==> config.mk <==
export PLATFORM = sky130hd
export DESIGN_NAME = expr_alu_seq
export DESIGN_NICKNAME = d
export VERILOG_FILES = /design/src/rtl/expr_alu_seq.sv
export SDC_FILE = /design/constraint.sdc
export NUM_CORES = 2
export LEC_CHECK = 0
export ABC_AREA = 0
export BUFFER_PORTS_ARGS = -buffer_cell sky130_fd_sc_hd__buf_4
export CORE_ASPECT_RATIO = 1.75
export CORE_MARGIN = 4
export CORE_UTILIZATION = 40
export CTS_BUF_LIST = sky130_fd_sc_hd__clkbuf_16
export DETAILED_ROUTE_END_ITERATION = 7
export PLACE_DENSITY_LB_ADDON = 0.3
export SLEW_MARGIN = 20
export SYNTH_ARGS = -nofsm -noshare
export SYNTH_HDL_FRONTEND = slang
export SYNTH_SLANG_ARGS = --single-unit
==> constraint.sdc <==
create_clock -name clk -period 8.7 [get_ports clk]
set_input_delay 1.74 -clock clk [delete_from_list [all_inputs] [get_ports clk]]
set_output_delay 1.74 -clock clk [all_outputs]
set_load 0.02 [all_outputs]
==> src/rtl/expr_alu_seq.sv <==
`default_nettype none
// ---------------------------------------------------------------------------
// expr_alu_seq : sequenced integer operator unit, iterated DIV/MOD/POW
// Rev 1.0
// ---------------------------------------------------------------------------
module expr_alu_seq #(
  parameter int W = 32
) (
  input  logic         clk,
  input  logic         rst_n,
  input  logic         op_valid,
  output logic         op_ready,
  input  logic [3:0]   op_code,
  input  logic [W-1:0] op_a,
  input  logic [W-1:0] op_b,
  output logic         res_valid,
  input  logic         res_ready,
  output logic [W-1:0] res_data,
  output logic         res_err,
  output logic         busy
);

  localparam int SHW = $clog2(W);
  localparam logic [W-1:0] C_WIDTH = W'(W);

  localparam logic [3:0] OP_ADD = 4'd0;
  localparam logic [3:0] OP_SUB = 4'd1;
  localparam logic [3:0] OP_AND = 4'd2;
  localparam logic [3:0] OP_OR  = 4'd3;
  localparam logic [3:0] OP_XOR = 4'd4;
  localparam logic [3:0] OP_SHL = 4'd5;
  localparam logic [3:0] OP_SHR = 4'd6;
  localparam logic [3:0] OP_SAR = 4'd7;
  localparam logic [3:0] OP_EQ  = 4'd8;
  localparam logic [3:0] OP_LTU = 4'd9;
  localparam logic [3:0] OP_LTS = 4'd10;
  localparam logic [3:0] OP_DIV = 4'd11;
  localparam logic [3:0] OP_MOD = 4'd12;
  localparam logic [3:0] OP_POW = 4'd13;

  typedef enum logic [1:0] {
    S_IDLE = 2'd0,
    S_DIV  = 2'd1,
    S_POW  = 2'd2,
    S_DONE = 2'd3
  } state_t;

  state_t         state_q, state_d;
  logic [3:0]     code_q, code_d;
  logic [W-1:0]   res_q, res_d;
  logic           err_q, err_d;
  logic [W-1:0]   acc_q, acc_d;
  logic [W-1:0]   base_q, base_d;
  logic [W-1:0]   exp_q, exp_d;
  logic [W-1:0]   quo_q, quo_d;
  logic [W-1:0]   rem_q, rem_d;
  logic [W-1:0]   dvs_q, dvs_d;
  logic [SHW-1:0] cnt_q, cnt_d;

  // Single-cycle operators, evaluated straight from the offered operands
  logic [W-1:0]   w_alu_res;
  logic           w_alu_err;
  logic           w_big_sh;
  logic [SHW-1:0] w_shamt;

  assign w_big_sh = (op_b >= C_WIDTH);
  assign w_shamt  = op_b[SHW-1:0];

  always_comb begin
    w_alu_res = '0;
    w_alu_err = 1'b0;
    case (op_code)
      OP_ADD: w_alu_res = op_a + op_b;
      OP_SUB: w_alu_res = op_a - op_b;
      OP_AND: w_alu_res = op_a & op_b;
      OP_OR:  w_alu_res = op_a | op_b;
      OP_XOR: w_alu_res = op_a ^ op_b;
      OP_SHL: w_alu_res = w_big_sh ? '0 : (op_a << w_shamt);
      OP_SHR: w_alu_res = w_big_sh ? '0 : (op_a >> w_shamt);
      OP_SAR: w_alu_res = w_big_sh ? {W{op_a[W-1]}} : W'($signed(op_a) >>> w_shamt);
      OP_EQ:  w_alu_res = {{(W-1){1'b0}}, (op_a == op_b)};
      OP_LTU: w_alu_res = {{(W-1){1'b0}}, (op_a < op_b)};
      OP_LTS: w_alu_res = {{(W-1){1'b0}}, ($signed(op_a) < $signed(op_b))};
      OP_DIV, OP_MOD, OP_POW: w_alu_res = '0;
      default: begin
        w_alu_res = '0;
        w_alu_err = 1'b1;
      end
    endcase
  end

  // Restoring division step: shift the next dividend bit into the remainder
  logic [W:0]   w_rem_sh;
  logic         w_ge;
  logic [W-1:0] w_rem_nx;
  logic [W-1:0] w_quo_nx;

  assign w_rem_sh = {rem_q, quo_q[W-1]};
  assign w_ge     = (w_rem_sh >= {1'b0, dvs_q});
  assign w_rem_nx = w_ge ? W'(w_rem_sh - {1'b0, dvs_q}) : w_rem_sh[W-1:0];
  assign w_quo_nx = {quo_q[W-2:0], w_ge};

  // Square-and-multiply step, products truncated to W bits
  logic [W-1:0] w_acc_mul;
  logic [W-1:0] w_base_sq;
  logic [W-1:0] w_exp_sh;

  assign w_acc_mul = acc_q * base_q;
  assign w_base_sq = base_q * base_q;
  assign w_exp_sh  = exp_q >> 1;

  always_comb begin
    state_d = state_q;
    code_d  = code_q;
    res_d   = res_q;
    err_d   = err_q;
    acc_d   = acc_q;
    base_d  = base_q;
    exp_d   = exp_q;
    quo_d   = quo_q;
    rem_d   = rem_q;
    dvs_d   = dvs_q;
    cnt_d   = cnt_q;
    case (state_q)
      S_IDLE: begin
        if (op_valid) begin
          code_d = op_code;
          case (op_code)
            OP_DIV, OP_MOD: begin
              if (op_b == '0) begin
                res_d   = (op_code == OP_DIV) ? '1 : op_a;
                err_d   = 1'b1;
                state_d = S_DONE;
              end else begin
                quo_d   = op_a;
                rem_d   = '0;
                dvs_d   = op_b;
                cnt_d   = '0;
                err_d   = 1'b0;
                state_d = S_DIV;
              end
            end
            OP_POW: begin
              err_d = 1'b0;
              if (op_b == '0) begin
                res_d   = W'(1);
                state_d = S_DONE;
              end else begin
                acc_d   = W'(1);
                base_d  = op_a;
                exp_d   = op_b;
                state_d = S_POW;
              end
            end
            default: begin
              res_d   = w_alu_res;
              err_d   = w_alu_err;
              state_d = S_DONE;
            end
          endcase
        end
      end
      S_DIV: begin
        quo_d = w_quo_nx;
        rem_d = w_rem_nx;
        cnt_d = cnt_q + SHW'(1);
        if (cnt_q == SHW'(W - 1)) begin
          res_d   = (code_q == OP_DIV) ? w_quo_nx : w_rem_nx;
          state_d = S_DONE;
        end
      end
      S_POW: begin
        acc_d  = exp_q[0] ? w_acc_mul : acc_q;
        base_d = w_base_sq;
        exp_d  = w_exp_sh;
        if (w_exp_sh == '0) begin
          res_d   = acc_d;
          state_d = S_DONE;
        end
      end
      S_DONE: begin
        if (res_ready) begin
          state_d = S_IDLE;
        end
      end
      default: state_d = S_IDLE;
    endcase
  end

  always_ff @(posedge clk) begin
    if (!rst_n) begin
      state_q <= S_IDLE;
      code_q  <= '0;
      res_q   <= '0;
      err_q   <= 1'b0;
      acc_q   <= '0;
      base_q  <= '0;
      exp_q   <= '0;
      quo_q   <= '0;
      rem_q   <= '0;
      dvs_q   <= '0;
      cnt_q   <= '0;
    end else begin
      state_q <= state_d;
      code_q  <= code_d;
      res_q   <= res_d;
      err_q   <= err_d;
      acc_q   <= acc_d;
      base_q  <= base_d;
      exp_q   <= exp_d;
      quo_q   <= quo_d;
      rem_q   <= rem_d;
      dvs_q   <= dvs_d;
      cnt_q   <= cnt_d;
    end
  end

  assign op_ready  = (state_q == S_IDLE);
  assign busy      = (state_q != S_IDLE);
  assign res_valid = (state_q == S_DONE);
  assign res_data  = res_q;
  assign res_err   = err_q;

endmodule
`default_nettype wire

==> out/qor.yml <==
synth_async_sr_flop_share_pct: 0
finalCritPeriodShare_pct: 96.1
rows: 172
vias: 45423
htree_levels: 1
grt_pass1_vias: 48163
area_growth_pct: 6.42
tns_ps: 0
dieArea_mm2: 0.133
syn_area_mm2: 0.0508
grt_max_degree: 126
numPortBuffers: 107
cts_root_buffer: "clkbuf_16"
gp_congestion: 1.03
crit_type: "reg2reg"
track_usage_pct: 31.2
power_leakage_nw: 25.8
routedWlPerCell_um: 27.4
die_y_um: 479
io_pins: 108
dpl.hpwl_um: 166000
tritoncts: "built"
drc: 0
fp.dieW_um: 277
ys_ff_latch: 236
critical_path.startpoint_type: "register"
grt_pass1_wl_um: 312000
overflow: 0
start_util_pct: 40.3
finClkSkew_ps: 44.5
tightestPinTransition_ps: 1420
drv_slew: 0
cts_sinks: 236
clock_path_buffers: 3
final_cells: 7686
holdBufCountCts: 0
synth.distinct_cells: 95
drt_first_pass_iters: 6
final_antenna_net_count: 0
wl_met3_um: 12600
required_ps: 9220
setup_viol: 0
clkTransAtPathRegs_ps: 80
synth_fp_nets: 7396
highest_layer: "met5"
hp-class: "reg2reg"
power_density_mw_per_mm2: 146
status: "finished, final reports clean"
met1Wirelength_um: 69100
post_cts_resized: 0
arrival_ps: 8880
max_cap_violations: 0
coreArea_mm2: 0.126
period_minus_slack_ps: 8360
routed_wl_um: 211000
cts_made_buffers: 26
ys_warn_count: 0
syn_avg_cell_area_um2: 8.24
synth-edff-count: 0
wl_met2_um: 105000
hold_violations: 0
vias_per_cell: 5.91
antenna_found_initial: 10
max_freq_ghz: 0.120
irDropWorstVdd_mv: 0.195
dp.cells: 7629
yosysSeqAreaShare_pct: 9.31
post_cts_buffers: 0
drtIter0Drc: 4178
fin_nets: 7242
rsz0062_at_grt: "no"
synthCells: 6160
layout-drive-gt1-share_pct: 6.67
post-route-util_pct: 42.9
slew_headroom_pct: 4.50
clock_latency_ps: 620
cp-end-kind: "register"
path_max_fanout: 29
synth_flop_cell: "dfxtp_1"
[metal layers]
metal	vias up	GRT usage [%]
li1	19714	-
met1	22816	31.7
met2	2058	55.1
met3	829	4.78
met4	6	28.1
met5	-	0
[cells in the final DEF (no fill, tap or decap), types with 43 or more instances in the layout]
cell type and n:
a211oi_1 59, a21o_1 51, a21oi_1 285, and2_1 442, buf_4 220, dfxtp_1 222
fa_1 778, ha_1 385, inv_1 1001, mux2i_1 87, mux4_2 43, nand2_1 716
nand3_1 77, nor2_1 364, nor3_1 70, o211ai_1 81, o21ai_0 218, o22ai_1 52
xnor2_1 120, xor2_1 43
[power by group]
group	switching, mW	internal [mW]	total, mW
clock	0.571	0.698	1.27
combinational	3.47	1.57	5.04
sequential	0.286	1.28	1.56
total	4.32	3.55	7.87
[state kept, by name, indices dropped and copies added, names as in the netlist]
register and count:
acc_q 32, base_q 32, dvs_q 32, exp_q 32
quo_q 32, rem_q 32, res_data 32, cnt_q 5
code_q 4, state_q 2, res_err 1
[Yosys cell counts (22+ instances only)]
cell type	count	area, um^2
inv_1	998	3750
fa_1	778	15600
nand2_1	717	2690
and2_1	442	2770
ha_1	386	4830
nor2_1	367	1380
clkbuf_1	352	1320
a21oi_1	285	1430
dfxtp_1	236	4720
o21ai_0	220	1100
xnor2_1	120	1050
mux2i_1	87	871
o211ai_1	81	608
nand3_1	77	385
nor3_1	71	355
a211oi_1	59	443
o22ai_1	53	332
a21o_1	51	383
mux4_2	43	968
xor2_1	43	377
a221oi_1	36	315
o211a_1	36	360
a22oi_1	34	255
a31oi_1	34	213
nand2b_1	30	188
nand4_1	30	188
nor2b_1	27	169
nor4_1	25	156
o31ai_1	25	188
buf_1	23	86.3
mux2_2	23	259
a221o_1	22	220
buf_2	22	110
o21a_1	22	165
o21bai_1	22	165
[area by class of cell]
type	instances	area (um^2)
fillers	12837	71900
multi-input cells	4513	40800
flip-flops and latches	236	4740
inverters	1005	3770
well taps	1653	2070
repair buffers	224	1730
clock buffers	26	651
clock inverters	20	251
diodes	9	22.5
[worst max-delay path: stages, from the launching register on]
cell	delay, ps
dfxtp_1	480
buf_4	440
nand2_1	180
inv_1	100
fa_1	440
fa_1	500
fa_1	570
fa_1	460
fa_1	500
fa_1	520
fa_1	560
fa_1	440
ha_1	240
o311ai_0	890
o21ai_0	310
nand3_1	300
o21ai_1	130
a31oi_1	350
nand2_1	120
or4_1	490
a41o_1	220
[path summary, 6_finish.rpt]
| path | from | to | slack, ps | cells after the start |
|---|---|---|---|---|
| hold / removal | res_data[14] | res_data[14] | 450 | 2 |
| hold reg to reg | res_data[14] | res_data[14] | 450 | 2 |
| setup / recovery | base_q[15] | base_q[31] | 340 | 20 |
| setup reg to reg | base_q[15] | base_q[31] | 340 | 20 |
[through the flow]
stage	total power, mW	worst slack, ps	instance area (um^2)	hold WS (ps)
2_1_floorplan	4.43	1100	50800	436
3_3_place_gp	6.44	470	53100	429
3_5_place_dp	6.46	314	53100	432
4_1_cts	7.77	279	54000	446
5_1_grt	8.24	18.0	54000	471
6_report	7.87	341	54000	446
[cells by family (layout without fill, tap and decap cells)]
| logic type | Yosys count | in the layout | share of synthesized area [%] |
|---|---|---|---|
| buf+inv | 1411 | 1275 | 10.6 |
| flops | 236 | 236 | 9.31 |
| simple gates | 1878 | 1878 | 17.6 |
| compound gates | 1154 | 1154 | 15.3 |
| other cells | 0 | 9 | 0 |
| mux | 154 | 154 | 4.18 |
| fa+ha+maj | 1164 | 1164 | 40.2 |
| xor+xnor | 163 | 163 | 2.81 |
Note: power is estimated with default switching activity, not from simulation.
